$ cat src/rtl/hilo_div_pkg.sv
// Shared constants for the HI/LO radix-2 restoring divider.
package hilo_div_pkg;

  localparam int unsigned DIV_ITER = 32;
  localparam int unsigned COUNT_W  = 5;

  localparam logic [1:0] ST_IDLE = 2'd0;
  localparam logic [1:0] ST_BUSY = 2'd1;
  localparam logic [1:0] ST_SIGN = 2'd2;

endpackage

$ cat src/rtl/hilo_div_step.sv
// One restoring-division iteration: shift in the next dividend bit, trial subtract.
module hilo_div_step #(
  parameter int unsigned W = 32
) (
  input  logic [W-1:0] rem,
  input  logic         dvd_msb,
  input  logic [W-1:0] dvs,
  output logic [W-1:0] rem_next,
  output logic         q_bit
);

  logic [W:0] shifted;

  assign shifted  = {rem, dvd_msb};
  // Non-negative trial result means the low W bits of the difference are the new remainder
  assign q_bit    = (shifted >= {1'b0, dvs});
  assign rem_next = q_bit ? (shifted[W-1:0] - dvs) : shifted[W-1:0];

endmodule

$ cat src/rtl/hilo_div.sv
// Multi-cycle DIV/DIVU unit producing {HI=remainder, LO=quotient}.
// Optional HILO_DIV_ZERO_FAST_EN: divide-by-zero completes in one cycle.
module hilo_div
  import hilo_div_pkg::*;
#(
  parameter int unsigned DIV_W = 32
) (
  input  logic               clk,
  input  logic               rst,
  input  logic               start,
  input  logic               signed_div,
  input  logic [DIV_W-1:0]   dividend,
  input  logic [DIV_W-1:0]   divisor,
  input  logic               cancel,
  output logic               busy,
  output logic               result_valid,
  output logic [2*DIV_W-1:0] result
);

  localparam logic [COUNT_W-1:0] LAST = COUNT_W'(DIV_ITER - 1);

  logic [1:0]           state, state_d;
  logic [DIV_W-1:0]     rem, rem_d;
  logic [DIV_W-1:0]     dvd, dvd_d;
  logic [DIV_W-1:0]     dvs, dvs_d;
  logic [DIV_W-1:0]     quo, quo_d;
  logic [COUNT_W-1:0]   count, count_d;
  logic                 q_neg, q_neg_d;
  logic                 r_neg, r_neg_d;
  logic [2*DIV_W-1:0]   result_d;
  logic                 result_valid_d;
  logic [DIV_W-1:0]     step_rem;
  logic                 step_q;
  logic                 fast_zero;

`ifdef HILO_DIV_ZERO_FAST_EN
  assign fast_zero = (divisor == '0);
`else
  assign fast_zero = 1'b0;
`endif

  // Stall in the start cycle itself so the pipeline never slips past an accepted divide
  assign busy = (state != ST_IDLE) | (start & ~cancel & ~rst);

  hilo_div_step #(.W(DIV_W)) u_step (
    .rem      (rem),
    .dvd_msb  (dvd[DIV_W-1]),
    .dvs      (dvs),
    .rem_next (step_rem),
    .q_bit    (step_q)
  );

  always_comb begin
    state_d        = state;
    rem_d          = rem;
    dvd_d          = dvd;
    dvs_d          = dvs;
    quo_d          = quo;
    count_d        = count;
    q_neg_d        = q_neg;
    r_neg_d        = r_neg;
    result_d       = result;
    result_valid_d = 1'b0;

    case (state)
      ST_IDLE: begin
        if (start && !cancel) begin
          if (fast_zero) begin
            result_d       = {dividend, {DIV_W{1'b1}}};
            result_valid_d = 1'b1;
          end else begin
            dvd_d   = (signed_div && dividend[DIV_W-1]) ? (~dividend + DIV_W'(1)) : dividend;
            dvs_d   = (signed_div && divisor[DIV_W-1])  ? (~divisor + DIV_W'(1))  : divisor;
            q_neg_d = signed_div & (dividend[DIV_W-1] ^ divisor[DIV_W-1]);
            r_neg_d = signed_div & dividend[DIV_W-1];
            rem_d   = '0;
            quo_d   = '0;
            count_d = '0;
            state_d = ST_BUSY;
          end
        end
      end
      ST_BUSY: begin
        rem_d   = step_rem;
        dvd_d   = {dvd[DIV_W-2:0], 1'b0};
        quo_d   = {quo[DIV_W-2:0], step_q};
        count_d = count + COUNT_W'(1);
        if (count == LAST) state_d = ST_SIGN;
      end
      ST_SIGN: begin
        result_d       = {(r_neg ? (~rem + DIV_W'(1)) : rem),
                          (q_neg ? (~quo + DIV_W'(1)) : quo)};
        result_valid_d = 1'b1;
        state_d        = ST_IDLE;
      end
      default: state_d = ST_IDLE;
    endcase

    // Flush aborts without touching the committed result
    if (cancel) begin
      state_d        = ST_IDLE;
      result_d       = result;
      result_valid_d = 1'b0;
    end
  end

  always_ff @(posedge clk) begin
    if (rst) begin
      state        <= ST_IDLE;
      rem          <= '0;
      dvd          <= '0;
      dvs          <= '0;
      quo          <= '0;
      count        <= '0;
      q_neg        <= 1'b0;
      r_neg        <= 1'b0;
      result       <= '0;
      result_valid <= 1'b0;
    end else begin
      state        <= state_d;
      rem          <= rem_d;
      dvd          <= dvd_d;
      dvs          <= dvs_d;
      quo          <= quo_d;
      count        <= count_d;
      q_neg        <= q_neg_d;
      r_neg        <= r_neg_d;
      result       <= result_d;
      result_valid <= result_valid_d;
    end
  end

endmodule

$ cat config.mk
export PLATFORM = sky130hd
export DESIGN_NAME = hilo_div
export DESIGN_NICKNAME = d
export VERILOG_FILES = /design/src/rtl/hilo_div_pkg.sv /design/src/rtl/hilo_div_step.sv /design/src/rtl/hilo_div.sv
export SDC_FILE = /design/constraint.sdc
export NUM_CORES = 1
export LEC_CHECK = 0
export CAP_MARGIN = 20
export CORE_ASPECT_RATIO = 0.5
export CORE_MARGIN = 2
export CORE_UTILIZATION = 35
export DETAILED_ROUTE_END_ITERATION = 8
export SKIP_LAST_GASP = 1
export SYNTH_ARGS = -nofsm -noshare
export SYNTH_HDL_FRONTEND = slang
export SYNTH_HIERARCHICAL = 1
export SYNTH_SLANG_ARGS = --single-unit
$ cat constraint.sdc
create_clock -name clk -period 5.8 [get_ports clk]
set_input_delay 1.16 -clock clk [delete_from_list [all_inputs] [get_ports clk]]
set_output_delay 1.16 -clock clk [all_outputs]
set_load 0.01 [all_outputs]
==> metrics.yaml, run 1 <==
status: "finished clean"
rsz0062_at_grt: "false"
reg2reg_depth: 12
final_util: 0.422
wl_um: 34400
hold_class: "reg2reg"
drt-initial-drc-count: 788
wire_per_inst_um: 16.5
r2r_setup_slack_ns: 2.01
clkTransAtPathRegs_ns: 0.06
synth_commonest_cells: "dfxtp_1, nor2_1, nand2_1, a21oi_1, clkbuf_1"
hold_buffers: 0
worstMarginPinSlew_ns: 1.05
finalSetupTns_ns: 0
synth-edff-count: 0
grt_pass1_vias: 10400
firstDrtPassIters: 5
relSlewSlack: 0.299
syn_avg_cell_area_um2: 8.05
period_minus_slack_ns: 3.87
hpwl_um: 24100
start_util: 0.357
drc: 0
ir_worst_vdd_mv: 0.139
synthArstFlopShare: 0
grt_pass1_wl_um: 55700
io_buffers: 134
yosysUniqueCellTypes: 85
r2r-end: "rem[18]"
leakage_nw: 5.43
numCtsBuffers: 20
start_kind: "input port"
hold_start: "result[53]"
hold_depth: 2
cts_setup_buffers: 0
cts-root-buf: "clkbuf_16"
cts_buffer_depth: 3
synth_largest_area_cell: "dfxtp_1"
track_usage: 0.181
cp_max_fo: 5
htree_levels: 1
grt_max_degree: 75
powerDensity_nw_per_um2: 225
min_to: "result[53]"
synth_cells: 1539
overflow: 0
ys_seq_area_frac: 0.326
post_cts_resized: 0
slew_violations: 0
endpoint_kind: "output port"
clkPwrFrac: 0.406
synthTopCellsByArea: "dfxtp_1, nor2_1, xor2_1"
power.total_mw: 3.29
drv_cap: 0
num_rows: 48
fin_worst_skew_ns: 0.0158
r2r-start: "rem[9]"
vias: 11500
p_int_mw: 2.40
arrival_ns: 2.71
detail-route-antenna-nets: 0
syn_nets: 1647
gp_congestion: 0.867
dieArea_um2: 37000
io_pins: 135
worst_hold_slack_ns: 0.451
drive_gt1_frac: 0.0663
synth_seq_cells: 202
ys_warn_count: 6
max_freq_ghz: 0.259
syn_area_um2: 12400
yosysMostFrequentCell: "dfxtp_1"
die_h_um: 137
via_per_inst: 5.49
core_um2: 34700
synth_top_area_frac: 0.326
power_switching_share: 0.268
p_seq_frac: 0.437
p_comb_frac: 0.157
cts_tree: "yes"
cp.required_ns: 4.64
clock_latency_ns: 0.51
nNetsFinal: 1708
setup_viol: 0
hold_viol_final: 0
numClockSinks: 202
switching_power_uw: 881
criticalPathCategory: "in2out"
antenna_cells: 0
finalCritPeriodShare: 0.667
antenna_found_initial: 0
synth_flop_cell: "dfxtp_1"
area.growth.synth_to_final_pct: 18.1
die-width_um: 270
placed cells by master (no fill, tap or decap), types with 17 or more instances in the layout:
master and instances:
nor2_1 158, xnor2_1 40, o22ai_1 27, a211oi_1 49, dfxtp_1 202, xor2_1 66, nand2_1 128, clkbuf_16 21
inv_1 53, o31ai_1 21, o21ai_0 62, a22oi_1 67, nand4_1 19, clkdlybuf4s50_1 133, mux2_2 20, a31oi_1 17
nor4_1 24, nor3_1 38, and3_1 21, a21oi_1 106, nand3_1 45, mux2i_1 26, ha_1 38
worst max path at each step:
stage	to	slack [ns]	from
finish	busy	1.93	cancel
global route	rem[20]	1.74	rem[9]
CTS	busy	1.94	cancel
detailed placement	dvd[27]	1.87	cancel
global placement	dvd[29]	1.87	cancel
floorplan	dvs[31]	2.62	divisor[16]
flip-flops by register name (all words and copies together), names as in the netlist:
signal	flops
q_neg	1
quo	32
count	5
dvd	32
rem	32
state	2
dvs	32
r_neg	1
result	64
result_valid	1
cell type report:
type / count / area (µm²)
Sequential cell: 202 / 4040
Clock inverter: 4 / 45.0
Fill cell: 3477 / 20000
Clock buffer: 31 / 613
Multi-Input combinational cell: 1174 / 7690
Tap cell: 475 / 594
Inverter: 55 / 206
Timing Repair Buffer: 147 / 1440
worst max-delay path: stages:
cell	delay (ns)
clkdlybuf4s50_1	0.60
nor2_1	0.15
a211o_1	0.32
clkdlybuf4s50_1	0.47
routing by layer:
metal	wire length, µm	vias up	global-route usage
met5	0	-	0
met4	668	0	0.0435
met3	1240	43	0.0263
met2	16100	190	0.307
met1	16400	5464	0.242
li1	-	5776	-
power by group through the flow:
stage	sequential, mW	clock [mW]	combinational [mW]
floorplan	1.46	0	0.365
global placement	1.47	0	0.511
detailed placement	1.47	0	0.510
CTS	1.44	1.37	0.513
global route	1.44	1.42	0.568
finish	1.44	1.33	0.516
stage by stage:
stage | setup WS, ns | cell area, µm² | std cells
after floorplan | 2.62 | 12400 | 1539
after global placement | 1.87 | 14000 | 2053
after detailed placement | 1.87 | 14000 | 2053
after CTS | 1.94 | 14600 | 2088
after global routing | 1.74 | 14600 | 2088
final | 1.93 | 14600 | 2088
kinds of logic after synthesis:
| family | count (synthesis) | share of synthesized area |
|---|---|---|
| flops | 202 | 0.326 |
| simple gates | 527 | 0.211 |
| mux | 55 | 0.0501 |
| compound gates | 447 | 0.243 |
| xor+xnor | 106 | 0.0749 |
| fa+ha+maj | 39 | 0.0400 |
| buf+inv | 163 | 0.0549 |
Power figures use the tool's default switching activity.
==> run 2, diff against run 1 <==
Clock period 5.8 ns to 3.3 ns, I/O delays scaled along.
==> run 2 against run 1 <==
Compared with the run above: global-route usage grew 0.41 points; critical path depth grew 10; register-to-register slack lost 1.8 ns; die area is the same; sequential power grew 75%; worst hold slack gained 0.0014 ns; worst setup slack lost 1.8 ns; clock-buffer cell count shrank 6; sequential share of layout area shrank 1.0 points; clock power grew 77%; critical path type is now reg2reg.
==> metrics.yaml, run 2 (same netlist as run 1, synthesis figures left out) <==
rsz0062_at_grt: "true"
use_met1: 0.251
numClockSinks: 202
switching_power_mw: 1.64
finalCritPeriodShare: 0.949
setup_viol: 0
grt_pass1_vias: 10700
slowest_delay_ns: 0.36
leakage_nw: 5.79
grt_max_degree: 183
final_common_cell: "dfxtp_1"
fin_ws_ns: 0.168
period_minus_slack_ns: 3.13
cts_tree: "yes"
antenna_found_initial: 0
ir_worst_vdd_mv: 0.275
core_um2: 34700
p_comb_frac: 0.168
powerDensity_nw_per_um2: 386
hpwl_um: 24800
placed_cells: 2117
track_usage: 0.185
detail-route-antenna-nets: 0
slew_violations: 0
hold_viol_final: 0
fin_worst_skew_ns: 0.0215
crit_top_cell: "a21oi_1"
cp.required_ns: 3.67
firstDrtPassIters: 5
cts_buffer_depth: 3
worstMarginPinSlew_ns: 0.932
layout_common_cells: "dfxtp_1, nor2_1, clkdlybuf4s50_1, nand2_1, a21oi_1"
fill_cells: 3513
regMostFlops: "result"
power_switching_share: 0.279
drive_gt1_frac: 0.109
start_util: 0.357
top_usage_layer: "met2"
post-route-cell-area_um2: 15200
critPathTopFamily: "compound AO/OA/AOI/OAI gates"
io_pins: 135
grt_pass1_wl_um: 56800
grtUsageMet3: 0.0267
vias: 11700
via_per_inst: 5.40
numCtsBuffers: 21
die_h_um: 137
wl_um: 35200
start_kind: "register"
arrival_ns: 3.50
use_met2: 0.311
cp_max_fo: 15
dpl_cell_area_um2: 14500
cts-root-buf: "clkbuf_16"
area.growth.synth_to_final_pct: 22.7
p_int_mw: 4.23
max_freq_ghz: 0.319
clkPwrFrac: 0.402
htree_levels: 1
io_buffers: 134
path_cells: "inv_1, ha_1, a21oi_1, a21oi_1, a31o_2, nor4b_4, o21ai_2, a31oi_4, o21a_4, inv_2, buf_12, mux2_4, a22oi_1, nor2_1"
largest_reg_flops: 64
hold_class: "reg2reg"
clock_latency_ns: 0.52
gp_congestion: 0.900
crit_path_top_delay_cell: "nor4b_4"
drc: 0
endpoint_kind: "register"
nNetsFinal: 1775
place_ws_ns: 0.0909
num_rows: 48
critPathBufInv: 3
finalNonFillerCells: 2157
drv_cap: 0
wire_per_inst_um: 16.3
dieArea_um2: 37000
relSlewSlack: 0.378
status: "finished clean"
p_seq_frac: 0.430
die-width_um: 270
drt-initial-drc-count: 789
criticalPathCategory: "reg2reg"
antenna_cells: 0
clkTransAtPathRegs_ns: 0.07
overflow: 0
-- run 2: cell types whose count changed in the layout (fill, tap and decap cells not counted), moves of 2 or more --
cell and change:
buf_12 +3, inv_6 +2, clkinv_2 +6, clkbuf_1 -3, clkbuf_8 -3, buf_4 +63
ha_1 -2
-- run 2: cell type report --
class | count | area [µm²] | area share
Sequential cell | 202 | 4040 | 0.266
Clock inverter | 13 | 101 | 0.00667
Clock buffer | 25 | 561 | 0.0369
Inverter | 55 | 206 | 0.0136
Tap cell | 475 | 594 | 0.0391
Multi-Input combinational cell | 1174 | 7720 | 0.508
Timing Repair Buffer | 213 | 1970 | 0.130
-- run 2: worst paths after layout --
| kind | from | slack (ns) | depth (start not counted) | to |
|---|---|---|---|---|
| worst min-delay path | result[53] | 0.45 | 2 | result[53] |
| worst max-delay path | dvs[11] | 0.17 | 14 | rem[23] |
| worst min register to register | result[53] | 0.45 | 2 | result[53] |
| worst max register to register | dvs[11] | 0.17 | 14 | rem[23] |
-- run 2: repair_timing --
item	in CTS	in global routing
hold buffers	0	0
setup buffers	0	2
setup endpoints to repair	0	29
resized for setup	0	5
-- run 2: routing by layer --
layer	wire length, µm	share of wire	vias up
li1	-	-	5914
met4	641	0.018	0
met5	0	0	-
met3	1170	0.033	45
met1	17100	0.49	5522
met2	16300	0.46	174
-- run 2: tightest hold or removal path: cells and delay by family (launching register included) --
kind | cells | cell delay [ns]
AOI/OAI and AO/OA | 1 | 0.05
and+or+nand+nor | 1 | 0.04
DFF | 1 | 0.32
-- run 2: power groups by stage --
| stage | registers [mW] | clock network [mW] | logic [mW] |
|---|---|---|---|
| finish | 2.52 | 2.36 | 0.985 |
| global route | 2.53 | 2.53 | 1.08 |
| CTS | 2.52 | 2.42 | 0.971 |
| detailed placement | 2.58 | 0 | 0.966 |
| global placement | 2.58 | 0 | 0.965 |
| floorplan | 2.57 | 0 | 0.642 |
-- run 2: through the flow --
step / TNS (ns) / total power [mW] / utilization / hold WS [ns]
after floorplan: 0 / 3.21 / - / 0.432
after global placement: 0 / 3.54 / 0.418 / 0.438
after detailed placement: 0 / 3.54 / 0.418 / 0.442
after CTS: 0 / 5.91 / 0.437 / 0.457
after global routing: -0.0423 / 6.14 / 0.439 / 0.481
final: 0 / 5.87 / 0.439 / 0.453
